### src/rtl/alu_seq_pkg.sv
// Shared types and constants for the ALU operation sequencer.
package alu_seq_pkg;

   typedef enum logic [1:0] {
      IDLE = 2'd0,
      T1   = 2'd1,
      T2   = 2'd2,
      T3   = 2'd3
   } state_t;

   localparam logic [3:0] OP_LOAD = 4'b0000;
   localparam logic [3:0] OP_MOV  = 4'b0001;

   localparam int OP_HI = 9;
   localparam int OP_LO = 6;
   localparam int RX_HI = 5;
   localparam int RX_LO = 3;
   localparam int RY_HI = 2;
   localparam int RY_LO = 0;

   // Anything that is neither LOAD nor MOV runs the three-step ALU sequence.
   function automatic logic is_alu_op(input logic [3:0] op);
      return (op != OP_LOAD) && (op != OP_MOV);
   endfunction

endpackage

### src/rtl/alu_op_sequencer_dec3to8.sv
// 3-bit index to one-hot-8 decoder with enable (module dec3to8).
module dec3to8 (
   input  logic       en,
   input  logic [2:0] sel,
   output logic [7:0] onehot
);

   // Decode the index into a single enabled bit.
   always_comb begin
      onehot = 8'b0000_0000;
      if (en) begin
         onehot[sel] = 1'b1;
      end else begin
         onehot = 8'b0000_0000;
      end
   end

endmodule

### src/rtl/alu_op_sequencer.sv
// Sequencer driving the ALU datapath controls from a 10-bit instruction.
// Optional ERR output (sticky START-while-busy flag) enabled by ALU_SEQ_ERR_EN.
module alu_op_sequencer
   import alu_seq_pkg::*;
#(
   parameter int NREG = 8
) (
   input  logic            CLK,
   input  logic            RST,
   input  logic            START,
   input  logic [9:0]      INSTR,
   output logic [3:0]      ALUcont,
   output logic            enA,
   output logic            enGin,
   output logic            enGout,
   output logic [NREG-1:0] RinSel,
   output logic [NREG-1:0] RoutSel,
   output logic            extOut,
   output logic            BUSY,
   output logic            DONE
`ifdef ALU_SEQ_ERR_EN
   ,
   output logic            ERR
`endif
);

   state_t     state;
   state_t     next_state;
   logic [9:0] ir;
   logic [9:0] next_ir;

   logic [3:0] next_op;
   logic [2:0] next_rx;
   logic [2:0] next_ry;

   logic       rin_en;
   logic [2:0] rin_idx;
   logic       rout_en;
   logic [2:0] rout_idx;
   logic [3:0] alu_d;
   logic       en_a_d;
   logic       en_g_in_d;
   logic       en_g_out_d;
   logic       ext_d;
   logic       busy_d;
   logic       done_d;
   logic [7:0] rin_dec;
   logic [7:0] rout_dec;

   assign next_op = next_ir[OP_HI:OP_LO];
   assign next_rx = next_ir[RX_HI:RX_LO];
   assign next_ry = next_ir[RY_HI:RY_LO];

   // Next-state and instruction capture; IR only changes on an accepted START.
   always_comb begin
      next_state = state;
      next_ir    = ir;
      case (state)
         IDLE: begin
            if (START) begin
               next_ir    = INSTR;
               next_state = T1;
            end else begin
               next_state = IDLE;
            end
         end
         T1: begin
            if (is_alu_op(ir[OP_HI:OP_LO])) begin
               next_state = T2;
            end else begin
               next_state = IDLE;
            end
         end
         T2:      next_state = T3;
         T3:      next_state = IDLE;
         default: next_state = IDLE;
      endcase
   end

   // Decode the controls of the upcoming state so they can be registered.
   always_comb begin
      rin_en     = 1'b0;
      rin_idx    = 3'd0;
      rout_en    = 1'b0;
      rout_idx   = 3'd0;
      alu_d      = 4'b0000;
      en_a_d     = 1'b0;
      en_g_in_d  = 1'b0;
      en_g_out_d = 1'b0;
      ext_d      = 1'b0;
      done_d     = 1'b0;
      busy_d     = (next_state != IDLE);
      case (next_state)
         T1: begin
            if (next_op == OP_LOAD) begin
               ext_d   = 1'b1;
               rin_en  = 1'b1;
               rin_idx = next_rx;
               done_d  = 1'b1;
            end else if (next_op == OP_MOV) begin
               rout_en  = 1'b1;
               rout_idx = next_ry;
               rin_en   = 1'b1;
               rin_idx  = next_rx;
               done_d   = 1'b1;
            end else begin
               rout_en  = 1'b1;
               rout_idx = next_rx;
               en_a_d   = 1'b1;
            end
         end
         T2: begin
            rout_en   = 1'b1;
            rout_idx  = next_ry;
            alu_d     = next_op;
            en_g_in_d = 1'b1;
         end
         T3: begin
            en_g_out_d = 1'b1;
            rin_en     = 1'b1;
            rin_idx    = next_rx;
            done_d     = 1'b1;
         end
         default: begin
            busy_d = 1'b0;
         end
      endcase
   end

   dec3to8 u_rin_dec (
      .en     (rin_en),
      .sel    (rin_idx),
      .onehot (rin_dec)
   );

   dec3to8 u_rout_dec (
      .en     (rout_en),
      .sel    (rout_idx),
      .onehot (rout_dec)
   );

   // State, IR and registered control outputs; reset abandons any partial op.
   always_ff @(posedge CLK or posedge RST) begin
      if (RST) begin
         state   <= IDLE;
         ir      <= 10'd0;
         ALUcont <= 4'b0000;
         enA     <= 1'b0;
         enGin   <= 1'b0;
         enGout  <= 1'b0;
         RinSel  <= '0;
         RoutSel <= '0;
         extOut  <= 1'b0;
         BUSY    <= 1'b0;
         DONE    <= 1'b0;
      end else begin
         state   <= next_state;
         ir      <= next_ir;
         ALUcont <= alu_d;
         enA     <= en_a_d;
         enGin   <= en_g_in_d;
         enGout  <= en_g_out_d;
         RinSel  <= rin_dec;
         RoutSel <= rout_dec;
         extOut  <= ext_d;
         BUSY    <= busy_d;
         DONE    <= done_d;
      end
   end

`ifdef ALU_SEQ_ERR_EN
   // Sticky flag for a START that arrived while an instruction was in flight.
   always_ff @(posedge CLK or posedge RST) begin
      if (RST) begin
         ERR <= 1'b0;
      end else begin
         ERR <= ERR | (START & BUSY);
      end
   end
`endif

endmodule
### config.mk
export PLATFORM = sky130hd
export DESIGN_NAME = alu_op_sequencer
export DESIGN_NICKNAME = d
export VERILOG_FILES = /design/src/rtl/alu_seq_pkg.sv /design/src/rtl/alu_op_sequencer_dec3to8.sv /design/src/rtl/alu_op_sequencer.sv
export SDC_FILE = /design/constraint.sdc
export NUM_CORES = 1
export LEC_CHECK = 0
export ABC_AREA = 1
export CAP_MARGIN = 25
export CORE_MARGIN = 4
export CORE_UTILIZATION = 47
export DETAILED_ROUTE_END_ITERATION = 8
export PLACE_DENSITY = 0.76
export SKIP_LAST_GASP = 1
export SYNTH_ARGS = -nofsm -noshare
export SYNTH_HDL_FRONTEND = slang
export SYNTH_HIERARCHICAL = 1
export SYNTH_SLANG_ARGS = --single-unit
### constraint.sdc
create_clock -name CLK -period 2.42 [get_ports CLK]
set_clock_uncertainty 0.2 [all_clocks]
set_input_delay 0.484 -clock CLK [delete_from_list [all_inputs] [get_ports CLK]]
set_output_delay 0.484 -clock CLK [all_outputs]
set_load 0.01 [all_outputs]
==> metrics.md <==
| Metric | Value |
|---|---|
| Status | `finished, final reports clean` |
| Die Wd | `66.60 um` |
| # clock sinks | `38` |
| Peak VDD IR | `531.8 uV` |
| Worst Path Max Fanout | `4` |
| Final setup violation count | `0` |
| CTS tree | `built` |
| Die area | `0.004436 mm^2` |
| Syn-to-layout area delta | `38.06%` |
| Distinct cell type count after synthesis | `19` |
| Clk pin slew, worst setup/hold paths | `0.11 ns` |
| Drt drc | `0` |
| Die height | `66.60 um` |
| I/O pins | `39` |
| Max incr delay on CP | `0.42 ns` |
| Pint | `1534 uW` |
| Hold crit path type | `flip-flop to flip-flop` |
| # diodes | `0` |
| Post-Syn Area | `0.001614 mm^2` |
| Sequential power share | `35.0%` |
| Routed Antenna Nets | `0` |
| Fill cells | `269` |
| Clock latency on the worst-skew pair | `0.33 ns` |
| Max-cap violations | `0` |
| Fmax achieved | `0.4593 GHz` |
| Setup TNS | `0 ns` |
| Clk pwr share | `13.1%` |
| DP Wirelength | `2302 um` |
| RSZ-0062 raised after global routing | `no` |
| Mean Syn Cell Area | `9.068 um^2` |
| Vias after detailed routing | `1285` |
| Multi-input gate area | `528.0 um^2` |
| Layout cells sized above 1 | `16.32%` |
| Iter 0 DRT Violations | `59` |
| Critical path type | `flip-flop to flip-flop` |
| Fin crit period | `2.177 ns` |
| Switching portion of total power | `39.30%` |
| TritonRoute pass-1 iters | `4` |
| Ys Warns | `6` |
| Top post-synthesis cells by area | `dfrtp_1 59%, nand2_1 10%, inv_1 6.7%, nor2_1 5.6%, ha_1 3.1%` |
| Slew Limit Fails | `0` |
| Relative slew slack | `69.88%` |
| Initial antenna violation count | `0` |
| PD cells | `1134 mW/mm^2` |
| Pin count of the biggest net entering global routing | `39` |
| Initial Utilization | `48.37%` |
| CP arrival | `2.20 ns` |
| Clk root buf | `clkbuf_4` |
| IO buf count | `38` |
| Net switching power | `993.5 uW` |
| P_leak | `0.001135 uW` |
| Hold Vio Cnt, Final | `0` |
| Cell Rows | `21` |
| Tightest Pin Transition | `0.4518 ns` |
| CTS max path bufs | `2` |
| WL final | `2946 um` |
| Yosys top cell area share | `58.91%` |
| Final worst path period share | `89.96%` |
| Core ar. | `0.003337 mm^2` |
| Vias per inst | `4.509` |
| Final Non-Filler Cells | `285` |
| CP max stage cell | `dfrtp_1` |
| Dominant cell type by area after synthesis | `dfrtp_1` |
| Worst-path cell chain | `o311ai_1 -> o21a_1 -> ha_1 -> inv_1 -> nor2_2 -> nand2_1 -> a21oi_2 -> inv_1 -> nand2_1 -> nor2_1` |
| GRT Util Overall | `15.29%` |
| Avg WL per Cell | `10.34 um` |
| CTS H-tree lvls | `2` |
| Placed Cells incl. Taps | `277` |
| Combinational group share of total power | `51.9%` |
| Syn_nets | `195` |
| First-pass GRT wire length | `5195 um` |
| Gpl congestion | `0.8771` |
| Cts bufs inserted | `5` |
| Synth Instances | `178` |
| Setup crit end kind | `flip-flop` |
| Storage cell area | `950.9 um^2` |
| Worst Path Required | `2.44 ns` |
| Hold Slack | `0.3074 ns` |
| Vias in the first global route | `1199` |
| Overflow after GRT | `0` |
| Register area share after synthesis | `58.91%` |
| Yosys reg bits | `38` |
| CP startpoint kind | `flip-flop` |
| Final net count | `255` |
cells by family (layout without fill, tap and decap cells):
logic type	Yosys count	after routing	synth area share, %
buffers and inverters	33	94	8.371
flip-flops	38	38	58.91
AND/OR/NAND/NOR	89	89	24.03
AO/OA/AOI/OAI	14	14	5.582
adder cells (fa/ha/maj)	4	4	3.101
metrics by stage:
step,instance area (um^2),utilization [%],setup slack (ns),power [uW]
2_1_floorplan,1614,-,0.3647,1710
4_1_cts,2226,66.70,0.1916,2545
6_report,2228,66.78,0.2429,2528
3_5_place_dp,2166,64.90,-0.1268,2212
5_1_grt,2228,66.78,0.004689,2777
3_3_place_gp,2166,64.90,-0.09834,2190
placed cells by master (no fill, tap or decap), drive strengths merged:
cell type	Yosys	layout
nand2	50	50
dfrtp	38	38
clkdlybuf4s50	0	37
inv	29	29
nor2	28	28
buf	3	18
nand3	8	8
o21ai	8	8
clkbuf	0	7
ha	4	4
nand3b	3	3
a21oi	3	3
o21a	2	2
clkinv	1	2
o311ai	1	1
dlymetal6s2s	0	1
layout make-up:
type / instances / area share [%]
Clock buffer: 7 / 2.471
Clock inverter: 1 / 0.2246
Inverter: 30 / 5.109
Multi-Input combinational cell: 107 / 23.69
Sequential cell: 38 / 42.67
Tap cell: 46 / 2.583
Timing Repair Buffer: 56 / 23.25
sequential cells by signal (all words and copies together), names as in the netlist, 2 cells and up:
register and count:
ALUcont 4, ir 10, RinSel 8, RoutSel 8, state 2
cells in the mapped netlist:
| cell type | count |
|---|---|
| o21ai_0 | 2 |
| nand2_2 | 4 |
| dfrtp_1 | 38 |
| o311ai_0 | 1 |
| nand3b_1 | 3 |
| o21ai_1 | 6 |
| nand2_1 | 45 |
| nand3_2 | 1 |
| a21oi_2 | 3 |
| clkinv_2 | 1 |
| inv_1 | 29 |
| nor2_1 | 24 |
| o21a_1 | 2 |
| nor2_2 | 4 |
| ha_1 | 4 |
| buf_2 | 2 |
| nand3_1 | 7 |
| buf_6 | 1 |
| nand2_4 | 1 |
metal layers:
| layer | GRT usage, % | vias to the layer above | wire [um] |
|---|---|---|---|
| met5 | 0 | - | 0 |
| met4 | 3.807 | 0 | 36 |
| met3 | 4.553 | 5 | 193 |
| met2 | 24.50 | 45 | 1411 |
| met1 | 20.24 | 580 | 1305 |
| li1 | - | 655 | - |
timing repair:
item,in CTS,in global routing
gates resized for setup,0,2
setup endpoints to repair,0,12
hold buffers,0,0
setup buffers,0,0
power groups by stage:
stage / Clock (uW) / Sequential [uW] / Combinational [uW]
global route: 366 / 905 / 1510
floorplan: 0 / 933 / 777
finish: 331 / 885 / 1310
CTS: 341 / 884 / 1320
global placement: 0 / 894 / 1300
detailed placement: 0 / 897 / 1310
path summary, 6_finish.rpt:
path,startpoint,end,slack [ns],cells after the start
max reg2reg,ir[7],RoutSel[0],0.24,10
min,ir[2],ir[2],0.31,2
max in group asynchronous,RST,RinSel[1],1.35,3
min in group asynchronous,RST,ir[2],0.34,3
min reg2reg,ir[2],ir[2],0.31,2
max,ir[7],RoutSel[0],0.24,10
worst max-delay path: cells and delay by family, from the launching register on:
family / cells / cell delay (ns)
AOI/OAI and AO/OA: 3 / 0.69
DFF: 1 / 0.42
and+or+nand+nor: 4 / 0.38
adders and majority gates: 1 / 0.23
buffers and inverters: 2 / 0.13
Power figures use the tool's default switching activity.
